[src/rtl/rr_exe_ctrl_pkg.sv]
// Shared encodings for the RR->EXE pipeline sequencing controller.
package rr_exe_ctrl_pkg;

    localparam int CNT_W = 6;

    localparam logic [1:0] CLS_SINGLE = 2'b00;
    localparam logic [1:0] CLS_MUL    = 2'b01;
    localparam logic [1:0] CLS_DIV    = 2'b10;
    localparam logic [1:0] CLS_MEM    = 2'b11;

    typedef enum logic [2:0] {
        ST_RUN,
        ST_MULTI,
        ST_MEMW,
        ST_DRAIN,
        ST_HALT
    } state_e;

endpackage

[src/rtl/rr_exe_lat_cnt.sv]
// Loadable down-counter with zero flag; stops at zero, load wins over decrement.
module rr_exe_lat_cnt
    import rr_exe_ctrl_pkg::*;
(
    input  logic             CLK,
    input  logic             RST,
    input  logic             load,
    input  logic [CNT_W-1:0] load_val,
    input  logic             dec,
    output logic [CNT_W-1:0] count,
    output logic             zero
);

    logic [CNT_W-1:0] count_d, count_q;

    always_comb begin
        count_d = count_q;
        if (load) begin
            count_d = load_val;
        end else if (dec && (count_q != '0)) begin
            count_d = count_q - CNT_W'(1);
        end
    end

    always_ff @(posedge CLK) begin
        if (!RST) begin
            count_q <= '0;
        end else begin
            count_q <= count_d;
        end
    end

    assign count = count_q;
    assign zero  = (count_q == '0);

endmodule

[src/rtl/rr_exe_pipe_ctrl.sv]
// Sequencing controller for the RR->EXE latch: lock, flush and front-end stall.
//   state | meaning
//   RUN   | normal issue, decide lock/flush/halt for the op in EXE
//   MULTI | MUL/DIV holding EXE, cnt = remaining lock cycles
//   MEMW  | MEM op waiting on the data cache
//   DRAIN | bubbling the latch after a mispredict or exception
//   HALT  | parked for debug
module rr_exe_pipe_ctrl
    import rr_exe_ctrl_pkg::*;
#(
    parameter int MUL_LAT     = 3,
    parameter int DIV_LAT     = 34,
    parameter int FLUSH_DRAIN = 2
) (
    input  logic        CLK,
    input  logic        RST,
    input  logic        ISSUE_VALID,
    input  logic [1:0]  ISSUE_CLASS,
    input  logic        MEM_READY,
    input  logic        BRANCH_MISS,
    input  logic        XCPT,
    input  logic        DEBUG_HALT,
    output logic        LOCK,
    output logic        FLUSH_P1,
    output logic        FLUSH_P2,
    output logic        FE_STALL,
    output logic [5:0]  BUSY_CNT,
    output logic [31:0] STALL_CYCLES
);

    localparam logic [CNT_W-1:0] MUL_LOAD   = CNT_W'(MUL_LAT - 2);
    localparam logic [CNT_W-1:0] DIV_LOAD   = CNT_W'(DIV_LAT - 2);
    localparam logic [CNT_W-1:0] DRAIN_LOAD = CNT_W'(FLUSH_DRAIN - 1);

    state_e           state_d, state_q;
    logic             lock, flush_p1, flush_p2;
    logic             is_multi, is_mem;
    logic             cnt_load, cnt_dec, cnt_zero;
    logic [CNT_W-1:0] cnt_load_val, cnt;
    logic             drain_load, drain_dec, drain_zero;
    logic [CNT_W-1:0] drain;
    logic [31:0]      stall_cycles_d, stall_cycles_q;

    always_comb begin
        state_d      = state_q;
        lock         = 1'b0;
        flush_p1     = 1'b0;
        flush_p2     = 1'b0;
        is_multi     = 1'b0;
        is_mem       = 1'b0;
        cnt_load     = 1'b0;
        cnt_load_val = '0;
        cnt_dec      = 1'b0;
        drain_load   = 1'b0;
        drain_dec    = 1'b0;

        case (ISSUE_CLASS)
            CLS_MUL, CLS_DIV: is_multi = ISSUE_VALID;
            CLS_MEM:          is_mem   = ISSUE_VALID;
            CLS_SINGLE:       ;
            default:          ;
        endcase

        if (XCPT) begin
            flush_p1   = 1'b1;
            cnt_load   = 1'b1;
            drain_load = 1'b1;
            state_d    = (DRAIN_LOAD != '0) ? ST_DRAIN : ST_RUN;
        end else begin
            case (state_q)
                ST_RUN: begin
                    if (is_multi) begin
                        lock         = 1'b1;
                        cnt_load     = 1'b1;
                        cnt_load_val = (ISSUE_CLASS == CLS_MUL) ? MUL_LOAD : DIV_LOAD;
                        state_d      = ST_MULTI;
                    end else if (is_mem && !MEM_READY) begin
                        lock    = 1'b1;
                        state_d = ST_MEMW;
                    end else if (BRANCH_MISS) begin
                        flush_p2   = 1'b1;
                        drain_load = 1'b1;
                        state_d    = (DRAIN_LOAD != '0) ? ST_DRAIN : ST_RUN;
                    end else if (DEBUG_HALT) begin
                        state_d = ST_HALT;
                    end
                end
                ST_MULTI: begin
                    if (!cnt_zero) begin
                        lock    = 1'b1;
                        cnt_dec = 1'b1;
                    end else begin
                        state_d = ST_RUN;
                    end
                end
                ST_MEMW: begin
                    lock = !MEM_READY;
                    if (MEM_READY) state_d = ST_RUN;
                end
                // drain holds the number of flush cycles still owed, this one included
                ST_DRAIN: begin
                    flush_p2  = 1'b1;
                    drain_dec = 1'b1;
                    if (drain_zero || (drain == CNT_W'(1))) state_d = ST_RUN;
                end
                ST_HALT: begin
                    lock = DEBUG_HALT;
                    if (!DEBUG_HALT) state_d = ST_RUN;
                end
                default: state_d = ST_RUN;
            endcase
        end

        if (!RST) begin
            lock     = 1'b0;
            flush_p1 = 1'b0;
            flush_p2 = 1'b0;
        end
    end

    always_comb begin
        stall_cycles_d = stall_cycles_q;
        if (lock && (stall_cycles_q != 32'hFFFF_FFFF)) begin
            stall_cycles_d = stall_cycles_q + 32'd1;
        end
    end

    always_ff @(posedge CLK) begin
        if (!RST) begin
            state_q        <= ST_RUN;
            stall_cycles_q <= '0;
        end else begin
            state_q        <= state_d;
            stall_cycles_q <= stall_cycles_d;
        end
    end

    rr_exe_lat_cnt u_cnt (
        .CLK      (CLK),
        .RST      (RST),
        .load     (cnt_load),
        .load_val (cnt_load_val),
        .dec      (cnt_dec),
        .count    (cnt),
        .zero     (cnt_zero)
    );

    rr_exe_lat_cnt u_drain (
        .CLK      (CLK),
        .RST      (RST),
        .load     (drain_load),
        .load_val (DRAIN_LOAD),
        .dec      (drain_dec),
        .count    (drain),
        .zero     (drain_zero)
    );

    assign LOCK         = lock;
    assign FLUSH_P1     = flush_p1;
    assign FLUSH_P2     = flush_p2;
    assign FE_STALL     = lock | flush_p1 | flush_p2;
    assign BUSY_CNT     = (RST && (state_q == ST_MULTI)) ? cnt : '0;
    assign STALL_CYCLES = stall_cycles_q;

endmodule

[config.mk]
export PLATFORM = sky130hd
export DESIGN_NAME = rr_exe_pipe_ctrl
export DESIGN_NICKNAME = d
export VERILOG_FILES = /design/src/rtl/rr_exe_ctrl_pkg.sv /design/src/rtl/rr_exe_lat_cnt.sv /design/src/rtl/rr_exe_pipe_ctrl.sv
export SDC_FILE = /design/constraint.sdc
export NUM_CORES = 1
export LEC_CHECK = 0
export CORE_MARGIN = 2
export CORE_UTILIZATION = 57
export CTS_BUF_LIST = sky130_fd_sc_hd__clkbuf_16
export CTS_CLUSTER_SIZE = 25
export DETAILED_ROUTE_END_ITERATION = 12
export PLACE_DENSITY = 0.83
export SKIP_CTS_REPAIR_TIMING = 1
export SLEW_MARGIN = 30
export SYNTH_ARGS = -nofsm -noshare
export SYNTH_HDL_FRONTEND = slang
export SYNTH_HIERARCHICAL = 1
export SYNTH_SLANG_ARGS = --single-unit
[constraint.sdc]
create_clock -name CLK -period 5.3 [get_ports CLK]
set_clock_uncertainty 0.05 [all_clocks]
set_input_delay 0.53 -clock CLK [delete_from_list [all_inputs] [get_ports CLK]]
set_output_delay 0.53 -clock CLK [all_outputs]
set_load 0.01 [all_outputs]
; Word level (Yosys, flattened, before mapping)
; Cells that the tools add are included.
[classes]
addsub = 3
n_eq_ne = 19
n_mux = 44
bitwise = 3
n_reduce_logical = 19
[op_table]
columns = op, n
row1 = $mux W6, 7
row2 = $add A32 B1 Y32 const B, 1
row3 = $ne A32 B32 Y1 const B, 1
row4 = $mux W1, 25
row5 = $mux W3, 8
row6 = $pmux W3 S5, 1
row7 = $logic_not A6 Y1, 2
row8 = $ne A3 B3 Y1 const B, 4
row9 = $reduce_bool A6 Y1, 2
row10 = $sub A6 B1 Y6 const B, 2
row11 = $reduce_and A5 Y1, 2
row12 = $ne A2 B2 Y1 const B, 4
row13 = $eq A3 B2 Y1 const B, 2
row14 = $eq A6 B1 Y1 const B, 1
row15 = $ne A6 B6 Y1 const B, 1
row16 = $reduce_or A2 Y1, 3
row17 = $logic_and A1 B1 Y1, 5
row18 = $ne A5 B5 Y1 const B, 1
row19 = $eq A2 B2 Y1 const B, 2
row20 = $pmux W1 S4, 1
row21 = $reduce_bool A2 Y1, 2
row22 = $eq A3 B1 Y1 const B, 1
row23 = $eq A3 B3 Y1 const B, 1
row24 = $logic_not A3 Y1, 1
row25 = other kinds (7), 8
[totals]
reg_bits = 47
input_bits = 9
output_inout_bits = 42
elab_cells = 94

; Longest topological paths before layout
[depth]
word_depth = 10
depth_mapped = 11

; Cells and area by module
; The synthesis kept the hierarchy.
[modules_own_cells]
columns = mod, instances, cells_per_inst, area_each_um2, seq_area_each_um2
row1 = rr_exe_pipe_ctrl, 1, 269, 2153.3, 700.7
row2 = rr_exe_lat_cnt, 2, 42, 374.1, 120.1

; Least setup slack after synthesis
; OpenSTA, ideal clock, no wires.
[synth_path]
kind = register to output
start = register u_cnt.count_q[0] (netlist: u_cnt/count[0])
end = output port FE_STALL
arrival_time_ns = 2.362
required_time_ns = 4.720
slack_ns = 2.358
path_stages_with_launch = 11
n_path_buf = 1
path_cell_list = dfxtp_1 > inv_1 > ha_1 > or4b_4 > nor2_1 > nor2_1 > a211o_1 > o21ai_2 > buf_2 > inv_1 > or3_1
[synth_via]
elab_chain_cells = 7
[synth_rtl]
columns = element, line
row1 = from (decl), rr_exe_lat_cnt.sv:14  ; logic [CNT_W-1:0] count_d, count_q;
row2 = from (signal assigned), rr_exe_lat_cnt.sv:29  ; count_q <= count_d;
row3 = $logic_not A6 Y1, rr_exe_lat_cnt.sv:34  ; assign zero = (count_q == '0);
row4 = via cnt_zero, rr_exe_pipe_ctrl.sv:38  ; logic cnt_load, cnt_dec, cnt_zero;
row5 = $mux W1, rr_exe_pipe_ctrl.sv:89  ; if (!cnt_zero) begin
row6 = $pmux W1 S4, rr_exe_pipe_ctrl.sv:70  ; case (state_q)
row7 = $mux W1, rr_exe_pipe_ctrl.sv:64  ; if (XCPT) begin
row8 = $mux W1, rr_exe_pipe_ctrl.sv:114  ; if (!RST) begin
row9 = via LOCK, rr_exe_pipe_ctrl.sv:23  ; output logic LOCK,
row10 = $or A1 B1 Y1 (2 in series), rr_exe_pipe_ctrl.sv:161  ; assign FE_STALL = lock | flush_p1 | flush_p2;
row11 = to (decl), rr_exe_pipe_ctrl.sv:26  ; output logic FE_STALL,
; The timed path passes the listed nets, and every way through them passes these cells.

; Worst setup path after layout
[layout_path]
start = input port RST
end = output port BUSY_CNT[0]
[layout_via]
elab_chain_cells = 2
[layout_rtl]
columns = element, line
row1 = from (decl), rr_exe_pipe_ctrl.sv:16  ; input logic RST,
row2 = $logic_and A1 B1 Y1, rr_exe_pipe_ctrl.sv:162  ; assign BUSY_CNT = (RST && (state_q == ST_MULTI)) ? cnt : '0;
row3 = $mux W6, rr_exe_pipe_ctrl.sv:162
row4 = to (decl), rr_exe_pipe_ctrl.sv:27  ; output logic [5:0] BUSY_CNT,
; Every way passes these cells.

==> results_dict.tcl <==
set metrics [dict create \
    status "complete, no violations" \
    dieWidth_um 75.35 \
    hpwl_um 4695 \
    maxSlewHeadroom 0.4193 \
    r2r-end "u_cnt/count[5]" \
    ys_ff_latch 47 \
    dieArea_um2 5677 \
    arrival_ns 2.97 \
    wire_per_inst_um 14.57 \
    io_buffers 50 \
    synth_seq_area_share 0.3243 \
    critPathKind "in -> out" \
    setup_violations 0 \
    root_buffer "clkbuf_16" \
    die_y_um 75.35 \
    num_vias 2855 \
    power_w 0.0007929 \
    finalNetCount 419 \
    cellLeakagePower_nw 1.173 \
    clk_pin_slew_worst_paths_ns 0.07 \
    ff2ff_setup_slack_ns 2.50 \
    fillers 399 \
    pwr-share-clk 0.389 \
    p_seq_frac 0.479 \
    p_per_area_nw_per_um2 222.4 \
    synthArstFlopShare 0 \
    setup_tns_ns 0 \
    tritoncts "done" \
    reg2regPathDepth 10 \
    holdCritStartpoint "STALL_CYCLES[31]" \
    slew_viol_final 0 \
    synth_ff_type "dfxtp_1" \
    clkLatencyLatePin_ns 0.29 \
    grt_pass1_wl_um 11400 \
    rsz0062_at_grt "false" \
    synth_area_um2 2902 \
    min_to "STALL_CYCLES[31]" \
    synth_warnings 6 \
    dr.pass1.iters 4 \
    hold_violations 0 \
    syn_inst 353 \
    holdPathStages 2 \
    clkSinkCount 47 \
    cp_data_required_time_ns 4.72 \
    antenna_found_initial 0 \
    gp_congestion 0.9173 \
    overflow 0 \
    period_share 0.6706 \
    synth_edf_count 0 \
    maxCapViolations 0 \
    r2r-start "u_cnt/count[0]" \
    coreArea_um2 4817 \
    grt.total_usage 0.2535 \
    power.internal_w 0.0005831 \
    multi_input_area_um2 1817 \
    num_antenna_cells 0 \
    htree_levels 2 \
    syn2layout_area_growth_pct 22.85 \
    seq_area_um2 940.9 \
    initial_core_util 0.6023 \
    routed_wl_um 6862 \
    startpoint_type "input pin" \
    synth.distinct_cells 49 \
    io_pins 51 \
    via_per_inst 6.062 \
    ant_nets 0 \
    syn_avg_cell_area_um2 8.220 \
    drt_iter0_markers 92 \
    rows 25 \
    swShare 0.2646 \
    crit_fanout 33 \
    clock_path_buffers 2 \
    tightest_slew_ns 0.8632 \
    power_switching_w 0.0002098 \
    combPwrFrac 0.133 \
    irDropWorstVdd_uv 178.6 \
    end_kind "output pin" \
    fmax_mhz 281.3 \
    period_needed_ns 3.554 \
    hp-class "reg -> reg" \
    drcViolationCount 0 \
    drive_gt1_frac 0.06931 \
    cts_made_buffers 5 \
    grt_start_max_net_pins 50 \
    grt_pass1_vias 2544 \
]
-- cells by family after synthesis --
kind of cell,after synthesis,synth area share
AO/OA/AOI/OAI,94,0.2027
other,2,0.002588
XOR/XNOR,4,0.01207
adder cells (fa/ha/maj),7,0.03018
flip-flops,47,0.3243
multiplexers,13,0.04571
AND/OR/NAND/NOR,152,0.3226
buffers and inverters,34,0.05994
-- how the worst max path moves through the flow --
stage | start | to | slack (ns) | depth (start not counted)
floorplan | u_cnt/count[0] | FE_STALL | 2.36 | 10
global placement | RST | BUSY_CNT[5] | 1.74 | 6
detailed placement | RST | BUSY_CNT[0] | 1.69 | 6
CTS | RST | BUSY_CNT[0] | 1.68 | 6
global route | RST | BUSY_CNT[0] | 1.49 | 6
finish | RST | BUSY_CNT[0] | 1.75 | 6
-- layer usage --
metal  routed length, um  vias up  track usage
met5                   0        -            0
met1                3191     1345       0.3322
met2                3230       81       0.4300
met3                 335       11      0.04630
met4                 105        0      0.07018
li1                    -     1418            -
-- critical path, stage by stage --
cell,delay [ns]
clkdlybuf4s50_1,0.46
buf_4,0.30
inv_1,0.40
nor3_1,0.56
and2_1,0.20
clkdlybuf4s50_1,0.53
-- placed cells by master, fill, tap and decap left out, drive strengths merged, types with 8 or more instances in the layout --
cell type	count
clkdlybuf4s50	50
dfxtp	47
a21oi	44
nand2	23
o21ai	20
o31ai	17
nor3	17
inv	16
or4	16
nand3	16
mux2i	11
nor4	11
nor2	10
conb	10
nand4	10
nand2b	8
-- area by class of cell --
cell class / count / share of cell area
sequential: 47 / 0.2640
clock buffer: 5 / 0.03510
timing repair buffer: 53 / 0.1467
clock inverter: 3 / 0.004212
tap: 67 / 0.02352
multi-input combinational: 280 / 0.5097
inverter: 16 / 0.01685
-- power groups by stage --
| stage | Clock (W) | Combinational [W] | Sequential (W) |
|---|---|---|---|
| after floorplan | 0 | 0.0000809 | 0.000383 |
| after global placement | 0 | 0.000102 | 0.000387 |
| after detailed placement | 0 | 0.000104 | 0.000387 |
| after CTS | 0.000311 | 0.000106 | 0.000379 |
| after global routing | 0.000324 | 0.000119 | 0.000382 |
| final | 0.000308 | 0.000105 | 0.000379 |
-- metrics by stage --
stage            util  setup slack [ns]  std cells  hold WS [ns]  cell area [um2]
5_1_grt        0.7400             1.493        471        0.4872             3565
3_5_place_dp   0.7109             1.688        463        0.4426             3425
3_3_place_gp   0.7109             1.739        463        0.4296             3425
6_report       0.7400             1.746        471        0.4459             3565
4_1_cts        0.7400             1.682        471        0.4515             3565
2_1_floorplan       -             2.358        361        0.4530             2932
-- synth_stat cells (6+ instances only) --
cell | count | area (um2)
o31ai_1 | 17 | 127.6
or4_1 | 16 | 120.1
nand3_1 | 15 | 75.07
and3_1 | 6 | 37.54
nor2_1 | 10 | 37.54
mux2i_1 | 11 | 110.1
nand2_1 | 23 | 86.33
nand2b_1 | 8 | 50.05
o21ai_0 | 17 | 85.08
a21oi_1 | 43 | 215.2
nor3_1 | 15 | 75.07
and2_1 | 7 | 43.79
clkbuf_1 | 8 | 30.03
nand4_1 | 9 | 56.30
nor4_1 | 10 | 62.56
ha_1 | 7 | 87.58
inv_1 | 16 | 60.06
or3_1 | 6 | 37.54
dfxtp_1 | 47 | 940.9
-- registers in the layout, indices dropped and copies added (netlist names) --
register / count
STALL_CYCLES: 32
u_cnt/count: 6
u_drain/count: 6
state_q: 3
Power figures use the tool's default switching activity.
